===== config.mk =====
export PLATFORM = sky130hd
export DESIGN_NAME = timebase_ctrl
export DESIGN_NICKNAME = d
export VERILOG_FILES = /design/src/rtl/timebase_pkg.sv /design/src/rtl/tb_prescaler.sv /design/src/rtl/timebase_ctrl.sv
export SDC_FILE = /design/constraint.sdc
export NUM_CORES = 1
export LEC_CHECK = 0
export ABC_AREA = 1
export ABC_CLOCK_PERIOD_IN_PS = 2500
export BUFFER_PORTS_ARGS = -buffer_cell sky130_fd_sc_hd__buf_2
export CAP_MARGIN = 10
export CORE_ASPECT_RATIO = 1.2
export CORE_MARGIN = 10
export CORE_UTILIZATION = 50
export DETAILED_ROUTE_END_ITERATION = 8
export MAX_ROUTING_LAYER = met4
export PLACE_DENSITY_LB_ADDON = 0.1
export SLEW_MARGIN = 30
export SYNTH_ARGS = -nofsm -noshare
export SYNTH_HDL_FRONTEND = slang
export SYNTH_SLANG_ARGS = --single-unit
export TNS_END_PERCENT = 20

===== constraint.sdc =====
create_clock -name clk -period 2.5 [get_ports clk]
set_clock_uncertainty 0.05 [all_clocks]
set_input_delay 0.25 -clock clk [delete_from_list [all_inputs] [get_ports clk]]
set_output_delay 0.25 -clock clk [all_outputs]
set_load 0.05 [all_outputs]

===== src/rtl/timebase_pkg.sv =====
// Shared types and constants for the timebase controller and its prescaler.
package timebase_pkg;

  localparam int unsigned PERIOD_W           = 16;
  localparam int unsigned PKG_DEFAULT_PERIOD = 521;

  typedef enum logic [1:0] {
    IDLE = 2'd0,
    RUN  = 2'd1,
    DONE = 2'd2
  } state_e;

endpackage


===== src/rtl/tb_prescaler.sv =====
// Clock prescaler: counts 0..period-1 while running and flags the last count.
module tb_prescaler
  import timebase_pkg::*;
(
  input  logic                clk,
  input  logic                reset_n,
  input  logic                run,
  input  logic [PERIOD_W-1:0] period,
  output logic                tick
);

  logic [PERIOD_W-1:0] r_cnt;
  logic [PERIOD_W-1:0] w_cnt_next;
  logic                r_active;
  logic                r_tick;

  // run is the controller's next-cycle run state, so the tick flop lines up
  // with the count it describes.
  always_comb begin
    w_cnt_next = '0;
    if (run && r_active) begin
      w_cnt_next = (r_cnt == period - PERIOD_W'(1)) ? '0 : r_cnt + PERIOD_W'(1);
    end
  end

  always_ff @(posedge clk or negedge reset_n) begin
    if (!reset_n) begin
      r_cnt    <= '0;
      r_active <= 1'b0;
      r_tick   <= 1'b0;
    end else begin
      r_cnt    <= w_cnt_next;
      r_active <= run;
      r_tick   <= run && (w_cnt_next == period - PERIOD_W'(1));
    end
  end

  assign tick = r_tick;

endmodule


===== src/rtl/timebase_ctrl.sv =====
// Timebase controller: config handshake, run FSM and tick counter around a
// prescaler that generates the enable pulses.
module timebase_ctrl
  import timebase_pkg::*;
#(
  parameter int unsigned DEFAULT_PERIOD = PKG_DEFAULT_PERIOD,
  parameter int unsigned Q_WIDTH        = 8
) (
  input  logic                clk,
  input  logic                reset_n,
  input  logic                cfg_valid,
  output logic                cfg_ready,
  input  logic [PERIOD_W-1:0] cfg_period,
  input  logic [Q_WIDTH-1:0]  cfg_count,
  input  logic                start,
  input  logic                stop,
  output logic                enable,
  output logic [Q_WIDTH-1:0]  q,
  output logic                busy,
  output logic                done
);

  state_e              r_state;
  state_e              w_state_next;
  logic [PERIOD_W-1:0] r_period;
  logic [Q_WIDTH-1:0]  r_count;
  logic [Q_WIDTH-1:0]  r_q;
  logic                r_done;
  logic                w_tick;
  logic                w_cfg_xfer;
  logic                w_last_tick;
  logic                w_run_next;

  assign w_cfg_xfer  = cfg_valid && (r_state == IDLE);
  assign w_last_tick = w_tick && (r_count != '0) && (r_q + Q_WIDTH'(1) == r_count);
  assign w_run_next  = (w_state_next == RUN);

  always_comb begin
    w_state_next = r_state;
    case (r_state)
      IDLE: begin
        if (!w_cfg_xfer && start) w_state_next = RUN;
      end
      RUN: begin
        if (stop)             w_state_next = IDLE;
        else if (w_last_tick) w_state_next = DONE;
      end
      DONE:    w_state_next = IDLE;
      default: w_state_next = IDLE;
    endcase
  end

  always_ff @(posedge clk or negedge reset_n) begin
    if (!reset_n) begin
      r_state <= IDLE;
      r_done  <= 1'b0;
    end else begin
      r_state <= w_state_next;
      r_done  <= (w_state_next == DONE);
    end
  end

  // A zero period is stored as 1 so the prescaler never sees an empty range.
  always_ff @(posedge clk or negedge reset_n) begin
    if (!reset_n) begin
      r_period <= PERIOD_W'(DEFAULT_PERIOD);
      r_count  <= '0;
    end else if (w_cfg_xfer) begin
      r_period <= (cfg_period == '0) ? PERIOD_W'(1) : cfg_period;
      r_count  <= cfg_count;
    end
  end

  always_ff @(posedge clk or negedge reset_n) begin
    if (!reset_n) begin
      r_q <= '0;
    end else if (r_state == IDLE && w_state_next == RUN) begin
      r_q <= '0;
    end else if (r_state == RUN && w_tick && !stop) begin
      r_q <= r_q + Q_WIDTH'(1);
    end
  end

  tb_prescaler u_prescaler (
    .clk     (clk),
    .reset_n (reset_n),
    .run     (w_run_next),
    .period  (r_period),
    .tick    (w_tick)
  );

  assign cfg_ready = (r_state == IDLE);
  assign busy      = (r_state == RUN);
  assign enable    = w_tick;
  assign done      = r_done;
  assign q         = r_q;

endmodule


=== Word-level counts from Yosys, hierarchy flattened ===
Cells that the tools add are included.
W data, S select, Z words.

* Div/mod/pow operators: 0
* Multiplexer cells: 9
* Reductions and logical operators: 15
* Eq/ne operators: 6
* Shift operators: 0
* Add/sub/neg operators: 3
* $lt $le $gt $ge: 0
* Bitwise gates (word level): 0
* Multiply operators: 0

{| class="wikitable"
|+ Operators by type and width
! kind !! number
|-
| $mux W16 || 3
|-
| $eq A16 B16 Y1 || 2
|-
| $add A16 B1 Y16 const B || 1
|-
| $logic_not A16 Y1 || 1
|-
| $mux W8 || 2
|-
| $sub A16 B1 Y16 const B || 1
|-
| $logic_and A1 B1 Y1 || 9
|-
| $add A8 B1 Y8 const B || 1
|-
| $eq A8 B8 Y1 || 1
|-
| $reduce_bool A8 Y1 || 1
|-
| $mux W2 || 3
|-
| $eq A2 B1 Y1 const B || 2
|-
| $pmux W2 S2 || 1
|-
| $eq A2 B2 Y1 const B || 1
|-
| $logic_not A1 Y1 || 2
|-
| $logic_not A2 Y1 || 1
|-
| $reduce_bool A2 Y1 || 1
|}

* Memories: 0
* Bits in latches: 0
* Output and inout bits: 12
* Bits in read-only memories: 0
* Memory bits (writable): 0
* Input port bits: 29
* Register bits: 53

=== Logic depth before layout (Yosys ltp) ===
* Depth in word-level cells: 11
* Mapped depth: 22

=== Modules after synthesis ===
From an unflattened synthesis, not the netlist that was laid out.

* Cells, all modules: 609
* Area, all modules: 3935.0 um2

{| class="wikitable"
|+ By module, submodules not included
! module !! area an instance (um2) !! times used !! sequential area each (um2) !! cells each
|-
| tb_prescaler || 2203.4 || 1 || 450.4 || 392
|-
| timebase_ctrl || 1731.7 || 1 || 879.6 || 217
|}

=== Worst setup path after synthesis ===
Ideal clock, no wire load.

* Kind: register to register
* Start point: register r_q[0] (netlist: q[0])
* End point: register u_prescaler.r_tick (netlist: u_prescaler.tick)
* Stages on the path, launching flop included: 19
* Setup slack: -0.120 ns
* Arrival time: 2.499 ns
* Cell sequence: dfrtp_1 ha_1 nand2_2 nor2_2 nand3_1 and2_4 nor2_2 nor2_1 nand3_2 nand2_2 nand2_4 nand2_4 buf_6 nor2_1 xor2_1 nand2_1 nor2_1 nand2_1 nor2_1

* Cells in the longest elaborated chain, start to end: 11

{| class="wikitable"
|+ RTL lines
! what !! line !! RTL
|-
| start: declaration || timebase_ctrl.sv:27 || <nowiki>logic [Q_WIDTH-1:0] r_q;</nowiki>
|-
| start signal: assignment || timebase_ctrl.sv:80 || <nowiki>r_q <= r_q + Q_WIDTH'(1);</nowiki>
|-
| $add A8 B1 Y8 || timebase_ctrl.sv:35 || <nowiki>assign w_last_tick = w_tick && (r_count != '0) && (r_q + Q_WIDTH'(1) == r_count);</nowiki>
|-
| $eq A8 B8 Y1 || timebase_ctrl.sv:35 ||
|-
| $logic_and A1 B1 Y1 || timebase_ctrl.sv:35 ||
|-
| $mux W2 || timebase_ctrl.sv:46 || <nowiki>else if (w_last_tick) w_state_next = DONE;</nowiki>
|-
| $mux W2 || timebase_ctrl.sv:45 || <nowiki>if (stop) w_state_next = IDLE;</nowiki>
|-
| $pmux W2 S2 || timebase_ctrl.sv:40 || <nowiki>case (r_state)</nowiki>
|-
| net w_state_next[0] || timebase_ctrl.sv:24 || <nowiki>state_e w_state_next;</nowiki>
|-
| $eq A2 B1 Y1 || timebase_ctrl.sv:36 || <nowiki>assign w_run_next = (w_state_next == RUN);</nowiki>
|-
| $logic_and A1 B1 Y1 || tb_prescaler.sv:21 || <nowiki>if (run && r_active) begin</nowiki>
|-
| $mux W16 || tb_prescaler.sv:21 ||
|-
| net u_prescaler.w_cnt_next[1] || tb_prescaler.sv:13 || <nowiki>logic [PERIOD_W-1:0] w_cnt_next;</nowiki>
|-
| $eq A16 B16 Y1 || tb_prescaler.sv:34 || <nowiki>r_tick <= run && (w_cnt_next == period - PERIOD_W'(1));</nowiki>
|-
| $logic_and A1 B1 Y1 || tb_prescaler.sv:34 ||
|-
| end signal: assignment || tb_prescaler.sv:34 ||
|-
| end: declaration || tb_prescaler.sv:15 || <nowiki>logic r_tick;</nowiki>
|}

The timed path passes the listed nets, and every way through them passes these cells.
A chain may end at the register's enable or synchronous reset.

=== Final worst setup path ===
* Start point: register r_period[0]
* End point: register u_prescaler.r_tick (netlist: u_prescaler.tick)

* Cells in the longest elaborated chain, start to end: 6

{| class="wikitable"
|+ RTL lines
! what !! line !! RTL
|-
| start: declaration || timebase_ctrl.sv:25 || <nowiki>logic [PERIOD_W-1:0] r_period;</nowiki>
|-
| start signal: assignment || timebase_ctrl.sv:66 || <nowiki>r_period <= PERIOD_W'(DEFAULT_PERIOD);</nowiki>
|-
| start signal: assignment || timebase_ctrl.sv:69 || <nowiki>r_period <= (cfg_period == '0) ? PERIOD_W'(1) : cfg_period;</nowiki>
|-
| $sub A16 B1 Y16 || tb_prescaler.sv:22 || <nowiki>w_cnt_next = (r_cnt == period - PERIOD_W'(1)) ? '0 : r_cnt + PERIOD_W'(1);</nowiki>
|-
| $eq A16 B16 Y1 || tb_prescaler.sv:22 ||
|-
| $mux W16 || tb_prescaler.sv:22 ||
|-
| $mux W16 || tb_prescaler.sv:21 ||
|-
| net u_prescaler.w_cnt_next[13] || tb_prescaler.sv:13 ||
|-
| $eq A16 B16 Y1 || tb_prescaler.sv:34 ||
|-
| $logic_and A1 B1 Y1 || tb_prescaler.sv:34 ||
|}

The timed path passes the listed nets, and every way through them passes these cells.

==> results.md <==
- Hold depth: 2
- RSZ-0062 raised after global routing: true
- Area leader, netlist: dfrtp_1
- Final Cycle Share: 1.02
- Setup_tns: -0.0532 ns
- Fin crit period: 2.55 ns
- MaxCap Viol Count: 0
- Commonest non-fill, non-tap cell in the layout: nand2_1
- Final Util: 0.654
- Vias in the first global route: roughly 3800
- Peak supply drop: roughly 350 µV
- Root Driver: clkbuf_8
- Final GP Congestion: roughly 0.94
- Share of cells above drive strength 1: 0.316
- # DRC: 0
- Syn nets: 577
- Row count: 34
- Max-slew violation count: 0
- Total track usage: 0.187
- CP top delay family: simple AND/OR/NAND/NOR gates
- Met3 Track Usage GR: 0.0310
- Area growth from synthesis to layout: 26.0%
- Slew Limit Headroom: 0.691
- Post-synthesis area per instance: around 7 µm²
- Reg-to-reg slack, setup: -0.05 ns
- Hold Crit Endpoint: r_state[1]
- R2r worst-path depth: 16
- Initial antenna violation count: 0
- Ant diodes: 0
- Smallest hold slack: roughly 0.061 ns
- DP HPWL: 8400 µm
- Final ANT Viol Nets: 0
- Gr ovfl total: 0
- Power per cell area: ~480 nW/µm²
- Setup CP Type: reg2reg
- Clock latency on the worst-skew pair: roughly 0.31 ns
- Die W: 99.8 µm
- DRT iter0 DRCs: between 150 and 200
- Die area: 11600 µm²
- Detailed-route via count: ~3800
- Outcome: complete, but fails checks
- Grt peak-use layer: met2
- Pwr Total: around 2.3 mW
- Worst-margin pin slew: about 0.46 ns
- Seq cells post-synth: 53
- Core area: between 7000 and 8000 µm²
- Total Wirelength: approximately 11000 µm
- Crit-path most repeated cell: nor2_1
- Clk buf depth: 2
- Clock buffer count from CTS: 5
- Final Hold Viols: 0
- Worst path buffer plus inverter count: 2
- Layout Nets: between 600 and 700
- CTS Sinks: 53
- CP Max Fanout: 7
- Async SR Flop Fraction: 1.00
- Initial Utilization: 0.519
- Synth area leaders: dfrtp_1 33%, nand2_1 15%, nand3_1 8.3%, inv_1 6.4%, nor2_1 6.3%
- Synth warnings: 0
- M1 GR Usage: 0.182
- FF-to-FF End: u_prescaler.tick
- Synth Instances: 545
- Routed wire per std cell: 14.5 µm
- First-pass GRT wire length: between 15000 and 20000 µm
- TritonCTS clock tree: yes
- Reg-to-Reg Start: r_period[0]
- Leak pwr: ~2.4 nW
- Setup crit start kind: flop
- TritonRoute pass-1 iters: 7
- # fillers: 690
- Hold Path Origin: stop
- Crit path DAT: between 2 and 3 ns
- Critical Path RT: between 2 and 3 ns
- Worst-path clk slew: about 0.1 ns
- Main synth FF type: dfrtp_1
- Synth top area share: 0.328
- Failing checks: negative setup slack
- Most frequent cells in the layout: 140 x nand2_1, 65 x inv_1, 59 x nand3_1
- Die Span Y: between 100 and 150 µm
- Mapped cell area: 3820 µm²
- Seq/Total Area, Yosys: 0.348
- Worst Hold Class: in2reg
- Achievable frequency: 392 MHz
- IO Pins: 41
- CTS H-tree depth: 2
- Port bufs: 40
- Slowest CP cell: dfstp_2
- Drt via density: 5.27
- Post-synth EDFFs: 0
- Cells along the critical path: inv_2, ha_4, xor2_1, o21ai_1, nor2_1, nand3_1, nor3_4, nand3_4, buf_6, nand2_2, nor2_2, xor2_1, nand2_1, nor2_1, nand2_1, nor2_1
- Largest net degree at the start of global routing: 36
- PnR worst setup slack: -0.0532 ns
- Final setup viols: 1
- CP peak stage delay: 0.55 ns
- CP Capture Type: flop
- Netlist cell types: 38
- GR Util met2: 0.360
==> routing by layer <==
metal / wire (µm) / share of wire
met3: 409 / 0.039
met4: 299 / 0.028
met5: 0 / 0
met1: 4050 / 0.38
met2: 5780 / 0.55
==> through the flow <==
| step | setup slack (ns) | std cells | cell area [µm²] |
|---|---|---|---|
| floorplan | 0.0109 | 545 | 3820 |
| global placement | -0.135 | 717 | 4470 |
| detailed placement | -0.205 | 717 | 4470 |
| CTS | -0.114 | 726 | 4600 |
| global route | -0.227 | 729 | 4810 |
| finish | -0.0532 | 729 | 4810 |
==> how the worst max path moves through the flow <==
stage / end / slack (ns) / cells past startpoint / from
floorplan: u_prescaler.tick / 0.01 / 18 / q[0]
global placement: u_prescaler.tick / -0.13 / 16 / r_period[0]
detailed placement: u_prescaler.tick / -0.20 / 18 / r_period[0]
CTS: u_prescaler.tick / -0.11 / 19 / q[0]
global route: u_prescaler.tick / -0.23 / 18 / r_period[4]
finish: u_prescaler.tick / -0.05 / 16 / r_period[0]
==> cells in the mapped netlist, types with 2 or more instances <==
| cell | count |
|---|---|
| nand2_1 | 152 |
| xor2_1 | 19 |
| dfstp_2 | 3 |
| dfrtp_1 | 50 |
| nor3_2 | 2 |
| nor2_1 | 64 |
| o21bai_1 | 2 |
| clkbuf_1 | 5 |
| nor3_1 | 9 |
| mux2_2 | 4 |
| inv_1 | 65 |
| nor2_4 | 4 |
| xnor2_1 | 3 |
| nor2_2 | 17 |
| nand2_4 | 7 |
| inv_2 | 3 |
| nand4_1 | 9 |
| or2_2 | 2 |
| o21ai_0 | 8 |
| nor4_1 | 6 |
| nand2_2 | 12 |
| a21oi_1 | 11 |
| nand3_1 | 63 |
| ha_1 | 3 |
| nand3_2 | 7 |
| o21ai_1 | 3 |
==> final cells by class <==
| class | instances | area, µm² | area share |
|---|---|---|---|
| Multi-Input combinational cell | 416 | 2390 | 0.496 |
| Sequential cell | 53 | 1340 | 0.278 |
| Timing Repair Buffer | 94 | 639 | 0.133 |
| Inverter | 68 | 255 | 0.0530 |
| Tap cell | 90 | 113 | 0.0234 |
| Clock buffer | 7 | 76.3 | 0.0159 |
| Clock inverter | 1 | 5.00 | 0.00104 |
==> worst register-to-register path: stages, from the launching register on <==
cell and delay, ns:
dfstp_2 0.55, inv_2 0.05, ha_4 0.27, xor2_1 0.13, o21ai_1 0.09, nor2_1 0.09
nand3_1 0.13, nor3_4 0.19, nand3_4 0.13, buf_6 0.16, nand2_2 0.06, nor2_2 0.04
xor2_1 0.21, nand2_1 0.08, nor2_1 0.10, nand2_1 0.06, nor2_1 0.11
==> report_power, final <==
group | switching [mW] | internal, mW | leakage, nW | total [mW]
Clock | 0.289 | 0.198 | 0.0422 | 0.486
Combinational | 0.458 | 0.330 | 1.68 | 0.788
Sequential | 0.0847 | 0.932 | 0.671 | 1.02
Total | 0.832 | 1.46 | 2.40 | 2.29
==> repair_timing <==
item | CTS | global route
setup endpoints to repair | 1 | 1
setup buffers | 0 | 3
hold buffers | 1 | 0
gates cloned | 0 | 0
hold endpoints to repair | 50 | 0
pin swaps | 6 | 18
gates resized for setup | 10 | 50
==> flip-flops by register name (all words and copies together), names as in the netlist <==
signal / flops
done: 1
u_prescaler.r_cnt: 16
u_prescaler.r_active: 1
u_prescaler.tick: 1
r_period: 16
r_state: 2
r_count: 8
q: 8
==> kinds of logic (layout without fill, tap and decap cells) <==
group	Yosys count	after routing	synth area share
AND/OR/NAND/NOR	358	358	0.452
multiplexers	4	4	0.0118
buffers and inverters	76	170	0.0812
AO/OA/AOI/OAI	28	28	0.0403
XOR/XNOR	23	23	0.0567
adder cells (fa/ha/maj)	3	3	0.00983
flip-flops	53	53	0.348
(Power assumes the default switching activity.)
